--- src/rtl/board_pkg.sv ---
// Shared board geometry, row types and the row-clear controller state encoding.
package board_pkg;
    localparam int BOARD_WIDTH  = 10;
    localparam int BOARD_HEIGHT = 20;
    localparam int ROW_W        = 7;
    localparam int CNT_W        = 5;
    localparam int SCORE_W      = 20;
    localparam int PTS_W        = 11;

    typedef logic [BOARD_WIDTH-1:0] row_t;
    typedef logic [ROW_W-1:0]       row_idx_t;
    // One extra bit so a pointer can step past row 0 to -1 unambiguously.
    typedef logic [ROW_W:0]         row_ptr_t;

    localparam row_t FULL_ROW = '1;

    typedef enum logic [2:0] {
        ST_IDLE,
        ST_RD,
        ST_EV,
        ST_WR,
        ST_FILL,
        ST_DONE
    } clr_state_t;
endpackage

--- src/rtl/row_clear_controller_if.sv ---
// Request/status and board-memory signals of the row-clear controller.
// Score exists only when ROW_CLEAR_SCORE_EN is defined.
interface row_clear_controller_if;
    import board_pkg::*;

    logic                 Start;
    logic                 Busy;
    logic                 Done;
    row_idx_t             Mem_addr;
    logic                 Mem_we;
    row_t                 Mem_wdata;
    row_t                 Mem_rdata;
    logic                 Clear_row;
    row_idx_t             Row_to_clear;
    logic [CNT_W-1:0]     Num_rows_to_clear;
`ifdef ROW_CLEAR_SCORE_EN
    logic [SCORE_W-1:0]   Score;
`endif

    modport slave (
        input  Start, Mem_rdata,
        output Busy, Done, Mem_addr, Mem_we, Mem_wdata,
               Clear_row, Row_to_clear, Num_rows_to_clear
`ifdef ROW_CLEAR_SCORE_EN
        , Score
`endif
    );

    modport master (
        output Start, Mem_rdata,
        input  Busy, Done, Mem_addr, Mem_we, Mem_wdata,
               Clear_row, Row_to_clear, Num_rows_to_clear
`ifdef ROW_CLEAR_SCORE_EN
        , Score
`endif
    );
endinterface

--- src/rtl/line_score_lut.sv ---
// Points awarded for the number of rows cleared in one scan (ROW_CLEAR_SCORE_EN builds only).
module line_score_lut
    import board_pkg::*;
(
    input  logic [CNT_W-1:0] count,
    output logic [PTS_W-1:0] points
);
    always_comb begin
        points = '0;
        case (count)
            5'd0:    points = PTS_W'(0);
            5'd1:    points = PTS_W'(40);
            5'd2:    points = PTS_W'(100);
            5'd3:    points = PTS_W'(300);
            default: points = PTS_W'(1200);
        endcase
    end
endmodule

--- src/rtl/row_clear_controller.sv ---
// Bottom-up scan of the board memory that drops full rows and compacts the rest in place.
// Optional saturating score accumulator when ROW_CLEAR_SCORE_EN is defined.
//
// state | meaning
// IDLE  | waiting for Start
// RD    | address row rd for reading
// EV    | row rd data available; classify full / keep / move
// WR    | write the kept row to wr
// FILL  | write empty rows from wr up to row 0
// DONE  | one-cycle completion pulse, Busy low
module row_clear_controller
    import board_pkg::*;
(
    input  logic Clk,
    input  logic Reset,
    row_clear_controller_if.slave bus
);
    clr_state_t       state;
    row_ptr_t         rd, wr;
    logic [CNT_W-1:0] count;
    logic             busy_q, done_q, we_q, clr_q;
    row_idx_t         addr_q, rtc_q;
    row_t             wdata_q;

    logic     row_full, move_row, advance;
    row_ptr_t rd_dec, wr_dec, wr_next;

    always_comb begin
        row_full = (bus.Mem_rdata == FULL_ROW);
        rd_dec   = rd - row_ptr_t'(1);
        wr_dec   = wr - row_ptr_t'(1);
        move_row = (state == ST_EV) && !row_full && (wr != rd);
        advance  = ((state == ST_EV) && !move_row) || (state == ST_WR);
        wr_next  = wr;
        if ((state == ST_WR) || ((state == ST_EV) && !row_full))
            wr_next = wr_dec;
    end

`ifdef ROW_CLEAR_SCORE_EN
    logic [SCORE_W-1:0] score_q;
    logic [PTS_W-1:0]   points;
    logic [SCORE_W:0]   score_sum;

    line_score_lut u_lut (.count(count), .points(points));

    assign score_sum = {1'b0, score_q} + (SCORE_W+1)'(points);
    assign bus.Score = score_q;
`endif

    always_ff @(posedge Clk) begin
        if (Reset) begin
            state   <= ST_IDLE;
            rd      <= row_ptr_t'(BOARD_HEIGHT-1);
            wr      <= row_ptr_t'(BOARD_HEIGHT-1);
            count   <= '0;
            busy_q  <= 1'b0;
            done_q  <= 1'b0;
            we_q    <= 1'b0;
            clr_q   <= 1'b0;
            addr_q  <= '0;
            rtc_q   <= '0;
            wdata_q <= '0;
`ifdef ROW_CLEAR_SCORE_EN
            score_q <= '0;
`endif
        end else begin
            clr_q  <= 1'b0;
            done_q <= 1'b0;
            case (state)
                ST_IDLE: begin
                    if (bus.Start) begin
                        state  <= ST_RD;
                        rd     <= row_ptr_t'(BOARD_HEIGHT-1);
                        wr     <= row_ptr_t'(BOARD_HEIGHT-1);
                        count  <= '0;
                        addr_q <= row_idx_t'(BOARD_HEIGHT-1);
                        we_q   <= 1'b0;
                        busy_q <= 1'b1;
                    end
                end
                ST_RD: begin
                    state <= ST_EV;
                    we_q  <= 1'b0;
                end
                ST_EV: begin
                    if (row_full) begin
                        clr_q <= 1'b1;
                        rtc_q <= rd[ROW_W-1:0];
                        count <= count + CNT_W'(1);
                    end
                    if (move_row) begin
                        state   <= ST_WR;
                        addr_q  <= wr[ROW_W-1:0];
                        we_q    <= 1'b1;
                        wdata_q <= bus.Mem_rdata;
                    end
                end
                ST_WR: ;
                ST_FILL: begin
                    wr <= wr_dec;
                    if (wr_dec[ROW_W]) begin
                        state  <= ST_DONE;
                        we_q   <= 1'b0;
                        busy_q <= 1'b0;
                        done_q <= 1'b1;
                    end else begin
                        addr_q <= wr_dec[ROW_W-1:0];
                    end
                end
                ST_DONE: begin
                    state <= ST_IDLE;
`ifdef ROW_CLEAR_SCORE_EN
                    score_q <= score_sum[SCORE_W] ? '1 : score_sum[SCORE_W-1:0];
`endif
                end
                default: state <= ST_IDLE;
            endcase

            // Common end-of-row step shared by EV (no move) and WR.
            if (advance) begin
                wr <= wr_next;
                if (rd == '0) begin
                    if (wr_next[ROW_W]) begin
                        state  <= ST_DONE;
                        we_q   <= 1'b0;
                        busy_q <= 1'b0;
                        done_q <= 1'b1;
                    end else begin
                        state   <= ST_FILL;
                        addr_q  <= wr_next[ROW_W-1:0];
                        we_q    <= 1'b1;
                        wdata_q <= '0;
                    end
                end else begin
                    rd     <= rd_dec;
                    addr_q <= rd_dec[ROW_W-1:0];
                    we_q   <= 1'b0;
                    state  <= ST_RD;
                end
            end
        end
    end

    assign bus.Busy              = busy_q;
    assign bus.Done              = done_q;
    assign bus.Mem_addr          = addr_q;
    assign bus.Mem_we            = we_q;
    assign bus.Mem_wdata         = wdata_q;
    assign bus.Clear_row         = clr_q;
    assign bus.Row_to_clear      = rtc_q;
    assign bus.Num_rows_to_clear = count;
endmodule

--- src/flat_wrapper.sv ---
// flat-port wrapper written by rule: the top's interface ports become plain ports
module row_clear_controller_flat import board_pkg::*;
  (Clk, Reset, bus_Start, bus_Mem_rdata, bus_Busy, bus_Done, bus_Mem_addr, bus_Mem_we, bus_Mem_wdata, bus_Clear_row, bus_Row_to_clear, bus_Num_rows_to_clear);
  row_clear_controller_if bus_i ();
  input  logic Clk;
  input  logic Reset;
  input wire logic [$bits(bus_i.Start)-1:0] bus_Start;
  input wire logic [$bits(bus_i.Mem_rdata)-1:0] bus_Mem_rdata;
  output wire logic [$bits(bus_i.Busy)-1:0] bus_Busy;
  output wire logic [$bits(bus_i.Done)-1:0] bus_Done;
  output wire logic [$bits(bus_i.Mem_addr)-1:0] bus_Mem_addr;
  output wire logic [$bits(bus_i.Mem_we)-1:0] bus_Mem_we;
  output wire logic [$bits(bus_i.Mem_wdata)-1:0] bus_Mem_wdata;
  output wire logic [$bits(bus_i.Clear_row)-1:0] bus_Clear_row;
  output wire logic [$bits(bus_i.Row_to_clear)-1:0] bus_Row_to_clear;
  output wire logic [$bits(bus_i.Num_rows_to_clear)-1:0] bus_Num_rows_to_clear;
  assign bus_i.Start = bus_Start;
  assign bus_i.Mem_rdata = bus_Mem_rdata;
  assign bus_Busy = bus_i.Busy;
  assign bus_Done = bus_i.Done;
  assign bus_Mem_addr = bus_i.Mem_addr;
  assign bus_Mem_we = bus_i.Mem_we;
  assign bus_Mem_wdata = bus_i.Mem_wdata;
  assign bus_Clear_row = bus_i.Clear_row;
  assign bus_Row_to_clear = bus_i.Row_to_clear;
  assign bus_Num_rows_to_clear = bus_i.Num_rows_to_clear;
  row_clear_controller u_core (.Clk(Clk), .Reset(Reset), .bus(bus_i));
endmodule
--- config.mk ---
export PLATFORM = sky130hd
export DESIGN_NAME = row_clear_controller_flat
export DESIGN_NICKNAME = d
export VERILOG_FILES = /design/src/rtl/board_pkg.sv /design/src/rtl/row_clear_controller_if.sv /design/src/rtl/line_score_lut.sv /design/src/rtl/row_clear_controller.sv /design/src/flat_wrapper.sv
export SDC_FILE = /design/constraint.sdc
export NUM_CORES = 1
export LEC_CHECK = 0
export CAP_MARGIN = 20
export CORE_MARGIN = 3
export CORE_UTILIZATION = 58
export CTS_BUF_LIST = sky130_fd_sc_hd__clkbuf_8
export CTS_CLUSTER_DIAMETER = 60
export DETAILED_ROUTE_END_ITERATION = 8
export HOLD_SLACK_MARGIN = 0.06
export PLACE_DENSITY = 0.86
export SLEW_MARGIN = 20
export SYNTH_ARGS = -nofsm -noshare
export SYNTH_HDL_FRONTEND = slang
export SYNTH_HIERARCHICAL = 1
export SYNTH_SLANG_ARGS = --single-unit
--- constraint.sdc ---
create_clock -name Clk -period 5.3 [get_ports Clk]
set_clock_uncertainty 0.15 [all_clocks]
set_input_delay 0.53 -clock Clk [delete_from_list [all_inputs] [get_ports Clk]]
set_output_delay 0.53 -clock Clk [all_outputs]
set_load 0.02 [all_outputs]
======== Word level (Yosys, flattened, before mapping) ========
Index checks and enable logic that the tools add are counted.
W data, S select, Z words.
cells by class
  add/subtract/negate cells ............... 3
  equal/unequal tests ..................... 12
  mux-type cells .......................... 49
  bitwise gates (word level) .............. 1
  reductions and logical operators ........ 18
operator list
  cell                    count
  $mux W8                 7
  $mux W10                5
  $mux W7                 6
  $pmux W7 S3             1
  $mux W1                 18
  $pmux W8 S2             1
  $sub A8 B1 Y8 const B   2
  $mux W3                 5
  $pmux W3 S5             1
  $eq A10 B10 Y1 const B  1
  $mux W5                 2
  $pmux W5 S2             1
  $logic_not A8 Y1        1
  $ne A8 B8 Y1            1
  $reduce_and A4 Y1       2
  $eq A3 B2 Y1 const B    2
  $ne A3 B1 Y1 const B    2
  $add A5 B1 Y5 const B   1
  $reduce_bool A5 Y1      1
  $ne A2 B1 Y1 const B    2
  $pmux W1 S4             1
  $reduce_and A2 Y1       2
  $eq A3 B1 Y1 const B    1
  $eq A3 B3 Y1 const B    1
  12 further kinds        16
storage, ports and cells
  register bits after elaboration ......... 52
  input bits .............................. 13
  output and inout port bits .............. 33
  logic and storage cells ................. 94

======== Longest topological paths before layout ========
Gate-level depths: netlist of the first run.
  depth in word-level cells ............... 9
  gate-level depth with buffers ........... 10

======== Worst setup path before layout of the first run ========
Ideal clock, no wire load.
  path kind ............................... reg2reg
  start point ............................. reg u_core.wr[0]
  end point ............................... reg u_core.addr_q[6] (netlist: u_core/bus.Mem_addr[6])
  arrival time ............................ 2,155 ps
  slack ................................... 2,878 ps
  cell stages (with the launch flop) ...... 11
  clock period less this slack ............ 2,422 ps
  cells stage by stage .................... dfxtp_1 buf_2 inv_1 ha_1 or3b_1 clkbuf_1 or3_1 a21boi_0 o21ai_0 o221ai_1 a22o_1
between the ends
  longest elaborated chain between the ends .. 7
  elaborated cells between the ends (all ways) .. 13
  classes of those cells .................. add/sub: 1; eq/ne: 1; mux: 7; reduce/logical: 4
ends and longest elaborated chain
  item                                                                   RTL line                     source
  start, declared                                                        row_clear_controller.sv:19   row_ptr_t rd, wr;
  start signal, assigned                                                 row_clear_controller.sv:54   wr <= row_ptr_t'(BOARD_HEIGHT-1);
  start signal, assigned                                                 row_clear_controller.sv:74   wr <= row_ptr_t'(BOARD_HEIGHT-1);
  start signal, assigned                                                 row_clear_controller.sv:100  wr <= wr_dec;
  parallel branches: the longest is 6 deep, another holds $sub A8 B1 Y8  n/a
  $mux W7 *                                                              row_clear_controller.sv:120  if (advance) begin
  end signal, assigned                                                   row_clear_controller.sv:76   addr_q <= row_idx_t'(BOARD_HEIGHT-1);
  end signal, assigned                                                   row_clear_controller.sv:130  addr_q <= wr_next[ROW_W-1:0];
  end signal, assigned                                                   row_clear_controller.sv:136  addr_q <= rd_dec[ROW_W-1:0];
  end, declared                                                          row_clear_controller.sv:22   row_idx_t addr_q, rtc_q;
Mark *: on every way between the ends.
A chain may end at the register's enable or synchronous reset.

======== Final worst setup path of the first run ========
  start point ............................. reg u_core.rd[0]
  end point ............................... reg u_core.wdata_q[0] (netlist: u_core/bus.Mem_wdata[0])
between the ends
  longest elaborated chain between the ends .. 7
  elaborated cells between the ends (all ways) .. 11
  classes of those cells .................. eq/ne: 1; mux: 5; reduce/logical: 5
ends and longest elaborated chain
  item                    RTL line                     source
  start, declared         row_clear_controller.sv:19
  start signal, assigned  row_clear_controller.sv:53   rd <= row_ptr_t'(BOARD_HEIGHT-1);
  start signal, assigned  row_clear_controller.sv:73   rd <= row_ptr_t'(BOARD_HEIGHT-1);
  start signal, assigned  row_clear_controller.sv:135  rd <= rd_dec;
  $ne A8 B8 Y1            row_clear_controller.sv:32   move_row = (state == ST_EV) && !row_full && (wr != rd);
  $logic_and A1 B1 Y1     row_clear_controller.sv:32
  $mux W10                row_clear_controller.sv:91   if (move_row) begin
  $mux W10                row_clear_controller.sv:69   case (state)
  $mux W10                row_clear_controller.sv:123  if (wr_next[ROW_W]) begin
  $mux W10                row_clear_controller.sv:122  if (rd == '0) begin
  $mux W10 *              row_clear_controller.sv:120
  end signal, assigned    row_clear_controller.sv:95   wdata_q <= bus.Mem_rdata;
  end, declared           row_clear_controller.sv:23   row_t wdata_q;
Every way passes the cells marked *; elsewhere a longest branch is shown, timed or not.

==> impl_metrics.ini, run 1 <==
[outcome]
outcome = completed

[logic_synthesis]
synthMuxAreaShare = 0.0494
synth-edff-count = 0
synth-xor-area-share = 0.0719
synth-seq-cells = 52
yosysSeqAreaShare = 0.340
synth-adder-area-share = 0.0123
netlist-cell-type-count = 69
synthArstFlopShare = 0
yosysWarnings = 6
synth_nets = 386
synth_top_family_by_area = simple AND/OR/NAND/NOR gates
synth_cells = 370
syn_area_sq_um = 3060
postSynthAreaPerCell_sq_um = 8.28
synth_compound_area_frac = 0.214
ys.flop_type = dfxtp_1
synthSimpleGateAreaFrac = 0.246

[layout]
fin_util = 0.725
drive_above_1_share = 0.0652
fillers = 404
syn_to_final_growth_pct = 16.3
diodes = 0
multiInputGateArea_sq_um = 1830
nets = 414
fin_cells = 466
ff_latch_area_sq_um = 1040

[global_route]
grt_max_degree = 35
grt-ovfl-total = 0
track_usage = 0.301
grt_pass1_vias = 2911
busiest_layer = met2
met2_usage = 0.482
grt_pass1_wl_um = 14500
antenna_found_initial = 0
grt_util_met1 = 0.392
grt_use_met3 = 0.0642

[timing]
hold_violations = 0
rsz0062_at_grt = no
timing.final.ws_setup_ns = 2.09
relSlewSlack = 0.345
period_share = 0.606
setup_viol = 0
worst_pin_slew_ns = 0.980
layout_min_cycle_time_ns = 3.21
max_freq_mhz = 311
report.final.slew_viol_count = 0
fin_setup_tns_ns = 0

[power]
ir_drop_uv = 148
combPwrFrac = 0.186
p_per_area_nw_per_um2 = 230
swShare = 0.302
clockPowerShare = 0.297
p_switching_uw = 248
p_leak_uw = 0.00131
internal_power_uw = 573
p_total_uw = 821
pwr-share-seq = 0.517

[critical_path]
crit_fanout = 14
crit_arrival_ns = 3.23
cp.required_ns = 5.32
r2r_slack_ns = 2.09
start_kind = flop
rr_endpoint = u_core/bus.Mem_wdata[0]$_SDFF_PP0_
r2r_start = u_core/rd[0]$_SDFF_PP1_
criticalPathCategory = reg2reg
reg2reg_depth = 7
endpoint = u_core/bus.Mem_wdata[0]$_SDFF_PP0_
worstSetupStartpoint = u_core/rd[0]$_SDFF_PP1_
crit_path_end_kind = flop

[drt]
via_per_inst = 6.50
avgRoutedWirePerCell_um = 19.0
first_pass_iters = 5
drc = 0
ant_nets = 0
num_vias = 3027
totalWireLength_um = 8860
drtIter0Drc = 306

[floorplan]
die_h_um = 78.7
core-area_sq_um = 4910
die_width_um = 78.7
rows = 25
dieArea_sq_um = 6190
start_util = 0.624
ioPinCount = 46

[clock_network]
numClockSinks = 52
cts_tree = yes
clkLatencyLatePin_ns = 0.31
hold_buffers = 0
htree_levels = 2
clk_pin_slew_ns = 0.09
post_cts_buffers = 0
post_cts_resized = 0
clk_path_buf_depth = 2
cts_root_buf = clkbuf_8
cts_buffers = 5

[job]
cap_violations = 0

[placement]
hpwl_um = 6360
port_buffers = 45
placedCellCount = 458
dp_slack_ns = 1.59
gp_congestion = 0.998

[hold_path]
hold_class = reg2reg
==> cells in the final DEF (no fill, tap or decap), drive strengths merged, types with 2 or more instances in the layout <==
| cell type | instances |
|---|---|
| dfxtp | 52 |
| a31oi | 5 |
| clkbuf | 6 |
| nor2b | 3 |
| or4 | 4 |
| o221ai | 4 |
| clkdlybuf4s50 | 45 |
| o41ai | 2 |
| or3 | 5 |
| o21ai | 13 |
| xor2 | 7 |
| or3b | 2 |
| a22o | 2 |
| a221o | 2 |
| inv | 15 |
| nor4 | 4 |
| nor2 | 43 |
| and3 | 8 |
| xnor2 | 16 |
| o22ai | 2 |
| a221oi | 2 |
| nand2b | 5 |
| nor3b | 4 |
| o31ai | 3 |
| a21oi | 24 |
| nor3 | 9 |
| nand3 | 8 |
| o2111ai | 2 |
| a21o | 4 |
| nand2 | 30 |
| mux2i | 14 |
| a211oi | 2 |
| a32o | 5 |
| and2 | 5 |
| o211ai | 9 |
| nand3b | 3 |
| ha | 3 |
| nand4 | 7 |
==> stage by stage <==
| stage | area (sq um) | hold slack (ns) |
|---|---|---|
| floorplan | 3060 | 0.360 |
| global placement | 3460 | 0.316 |
| detailed placement | 3460 | 0.340 |
| CTS | 3560 | 0.363 |
| global route | 3560 | 0.394 |
| finish | 3560 | 0.356 |
==> power by group through the flow <==
stage | registers [uW] | clock network (uW) | logic [uW]
after global placement | 433 | 0 | 146
after detailed placement | 432 | 0 | 149
final | 424 | 244 | 152
after floorplan | 431 | 0 | 97.0
after global routing | 427 | 263 | 167
after CTS | 423 | 251 | 149
==> area by class of cell <==
cell class,count,share of cell area
tap,67,0.0235
timing repair buffer,46,0.129
multi-input combinational,279,0.514
clock buffer,6,0.0232
sequential,52,0.292
inverter,14,0.0148
clock inverter,2,0.00387
==> logic make-up after synthesis <==
logic type      count (synthesis)
buf+inv                        39
mux                            15
simple gates                  144
compound gates                 94
xor+xnor                       23
flops                          52
fa+ha+maj                       3
==> sequential cells by signal, indices dropped and copies added (netlist names) <==
register / cells
u_core/bus.Num_rows_to_clear: 5
u_core/state: 3
u_core/bus.Mem_we: 1
u_core/bus.Mem_wdata: 10
u_core/rd: 8
u_core/bus.Clear_row: 1
u_core/bus.Done: 1
u_core/bus.Busy: 1
u_core/wr: 8
u_core/bus.Row_to_clear: 7
u_core/bus.Mem_addr: 7
==> worst max-delay path: stages (launching register included) <==
cell and delay [ns]:
dfxtp_1 0.38, inv_1 0.13, ha_1 0.18, nor3b_1 0.51, nor3b_1 0.42, nand2_1 0.44
o31ai_2 0.74, nor2_1 0.13
==> synthesized netlist by cell type (all sizes together), types with 2 or more instances <==
| cell | count | share of area |
|---|---|---|
| dfxtp | 52 | 0.34 |
| nor2 | 43 | 0.053 |
| nand2 | 30 | 0.037 |
| a21oi | 24 | 0.039 |
| xnor2 | 16 | 0.046 |
| inv | 14 | 0.017 |
| mux2i | 14 | 0.046 |
| o21ai | 13 | 0.021 |
| buf | 12 | 0.025 |
| clkbuf | 12 | 0.022 |
| nor3 | 9 | 0.015 |
| o211ai | 9 | 0.022 |
| and3 | 8 | 0.019 |
| nand3 | 8 | 0.013 |
| nand4 | 7 | 0.014 |
| xor2 | 7 | 0.026 |
| a31oi | 5 | 0.010 |
| a32o | 5 | 0.016 |
| and2 | 5 | 0.011 |
| nand2b | 5 | 0.010 |
| or3 | 5 | 0.013 |
| a21o | 4 | 0.0098 |
| nor3b | 4 | 0.0098 |
| nor4 | 4 | 0.010 |
| o221ai | 4 | 0.011 |
| or4 | 4 | 0.011 |
| ha | 3 | 0.012 |
| nand3b | 3 | 0.0074 |
| nor2b | 3 | 0.0061 |
| o31ai | 3 | 0.0074 |
| a211oi | 2 | 0.0049 |
| a221o | 2 | 0.0065 |
| a221oi | 2 | 0.0057 |
| a22o | 2 | 0.0057 |
| o2111ai | 2 | 0.0057 |
| o22ai | 2 | 0.0041 |
| o41ai | 2 | 0.0057 |
| or3b | 2 | 0.0057 |
==> worst min-delay path by stage <==
stage | end | depth (start not counted) | slack (ns) | startpoint
after floorplan | u_core/rd[7]$_SDFF_PP0_ | 2 | 0.36 | u_core/rd[7]$_SDFF_PP0_
after global placement | u_core/bus.Row_to_clear[3]$_SDFFE_PP0P_ | 2 | 0.32 | u_core/bus.Row_to_clear[3]$_SDFFE_PP0P_
after detailed placement | u_core/bus.Row_to_clear[1]$_SDFFE_PP0P_ | 2 | 0.34 | u_core/bus.Row_to_clear[1]$_SDFFE_PP0P_
after CTS | u_core/bus.Row_to_clear[1]$_SDFFE_PP0P_ | 2 | 0.36 | u_core/bus.Row_to_clear[1]$_SDFFE_PP0P_
after global routing | u_core/bus.Mem_wdata[3]$_SDFF_PP0_ | 2 | 0.39 | u_core/bus.Mem_wdata[3]$_SDFF_PP0_
final | u_core/bus.Row_to_clear[1]$_SDFFE_PP0P_ | 2 | 0.36 | u_core/bus.Row_to_clear[1]$_SDFFE_PP0P_
==> routing by layer <==
layer	vias up	routed length [um]
li1	1405	-
met1	1418	3720
met2	174	4120
met3	30	785
met4	0	241
met5	-	0
Power figures use the tool's default switching activity.
==> run 2: changes to the inputs <==
Settings changed: CORE_UTILIZATION 58 to 51, PLACE_DENSITY 0.86 to 0.8.
Clock period 5.3 ns to 2.8 ns, I/O delays scaled along.
==> run 2 against run 1 <==
Global-route usage fell by 4.2 points. Clock power is 75% higher. Total power rose by 89%. Critical path depth fell by 2. Worst setup slack worse by 1.9 ns. Critical path type unchanged. Largest power group unchanged.
==> impl_metrics.ini, run 2 (synthesis gave the netlist of run 1 again) <==
[outcome]
outcome = completed

[job]
cap_violations = 0

[critical_path]
crit_path_end_kind = flop
crit_fanout = 11
cp.required_ns = 2.84
r2r_slack_ns = 0.20
start_kind = flop
reg2reg_depth = 5
rr_endpoint = u_core/wr[4]$_SDFFE_PP1P_
endpoint = u_core/wr[4]$_SDFFE_PP1P_
crit_arrival_ns = 2.63
worstSetupStartpoint = u_core/wr[2]$_SDFFE_PP0P_
r2r_start = u_core/wr[2]$_SDFFE_PP0P_
criticalPathCategory = reg2reg

[placement]
gp_congestion = 1.01
hpwl_um = 6750
port_buffers = 45

[floorplan]
start_util = 0.543
die_width_um = 83.5
ioPinCount = 46
rows = 27
dieArea_sq_um = 6970
die_h_um = 83.5
core-area_sq_um = 5640

[timing]
setup_viol = 0
hold_violations = 0
relSlewSlack = 0.613
layout_min_cycle_time_ns = 2.60
max_freq_mhz = 385
period_share = 0.927
fin_setup_tns_ns = 0
timing.hold.ws_ns = 0.342
rsz0062_at_grt = no
worst_pin_slew_ns = 0.580
report.final.slew_viol_count = 0

[clock_network]
cts_tree = yes
clk_path_buf_depth = 2
hold_buffers = 0
htree_levels = 2
post_cts_resized = 0
post_cts_buffers = 0
clk_pin_slew_ns = 0.10
cts_buffers = 5
numClockSinks = 52
clkLatencyLatePin_ns = 0.30
cts_root_buf = clkbuf_8

[drt]
via_per_inst = 6.37
first_pass_iters = 5
drc = 0
ant_nets = 0
totalWireLength_um = 9060
drtIter0Drc = 380
avgRoutedWirePerCell_um = 18.3
num_vias = 3149

[global_route]
grt_pass1_vias = 2961
antenna_found_initial = 0
grt-ovfl-total = 0
grt_max_degree = 34
grt_pass1_wl_um = 14800
track_usage = 0.259

[layout]
drive_above_1_share = 0.114
diodes = 0
nets = 437
syn_to_final_growth_pct = 21.6
final_common_cell = dfxtp_1
largest_reg_flops = 10
layout_common_cells = dfxtp_1, clkdlybuf4s50_1, nor2_1

[hold_path]
holdPathStages = 2
hold_class = reg2reg

[power]
p_per_area_nw_per_um2 = 416
p_total_uw = 1550
p_leak_uw = 0.00142
ir_drop_uv = 305
[run 2: critical path: stages (launching register included)]
cell and delay, ns:
dfxtp_1 0.67, xnor2_1 0.18, nand4_1 0.23, o2111ai_1 0.57, a31oi_1 0.16, or4_1 0.51
[run 2: how the worst min path moves through the flow]
stage                                              end                                     from  slack [ns]
2_1_floorplan                u_core/wr[1]$_SDFFE_PP1P_                                    Reset        0.26
3_3_place_gp   u_core/bus.Row_to_clear[5]$_SDFFE_PP0P_  u_core/bus.Row_to_clear[5]$_SDFFE_PP0P_        0.32
3_5_place_dp   u_core/bus.Row_to_clear[1]$_SDFFE_PP0P_  u_core/bus.Row_to_clear[1]$_SDFFE_PP0P_        0.32
4_1_cts        u_core/bus.Row_to_clear[1]$_SDFFE_PP0P_  u_core/bus.Row_to_clear[1]$_SDFFE_PP0P_        0.35
5_1_grt        u_core/bus.Row_to_clear[1]$_SDFFE_PP0P_  u_core/bus.Row_to_clear[1]$_SDFFE_PP0P_        0.38
6_report       u_core/bus.Row_to_clear[1]$_SDFFE_PP0P_  u_core/bus.Row_to_clear[1]$_SDFFE_PP0P_        0.34
[run 2: area by class of cell]
| cell class | instances | area (sq um) |
|---|---|---|
| well taps | 72 | 90.1 |
| flip-flops and latches | 52 | 1040 |
| inverters | 14 | 52.6 |
| clock buffers | 5 | 68.8 |
| clock inverters | 3 | 18.8 |
| multi-input cells | 279 | 1820 |
| repair buffers | 69 | 631 |
| fillers | 474 | 1920 |
[run 2: routing by layer]
metal,global-route usage,vias to the layer above,part of all wire
met5,0,-,0
met4,0.101,0,0.045
met3,0.0573,50,0.11
met2,0.416,209,0.44
met1,0.338,1445,0.40
li1,-,1445,-
[run 2: where the power goes]
part	switching (uW)	leakage, uW	total [uW]	internal, uW
logic	190	0.000950	329	139
clock network	251	0.0000479	426	175
registers	30.9	0.000422	795	764
[run 2: stage by stage]
step / worst slack, ns / cells / area, sq um / util
3_5_place_dp: 0.0181 / 486 / 3630 / 0.644
3_3_place_gp: 0.0838 / 486 / 3630 / 0.644
2_1_floorplan: 0.378 / 370 / 3060 / -
5_1_grt: 0.102 / 494 / 3720 / 0.660
6_report: 0.204 / 494 / 3720 / 0.660
4_1_cts: 0.281 / 494 / 3720 / 0.659
==> run 3: changes to the inputs <==
Settings changed: CAP_MARGIN 20 to 0.
==> results of run 3 <==
The final DEF is identical to that of run 2; final timing and power are the same.
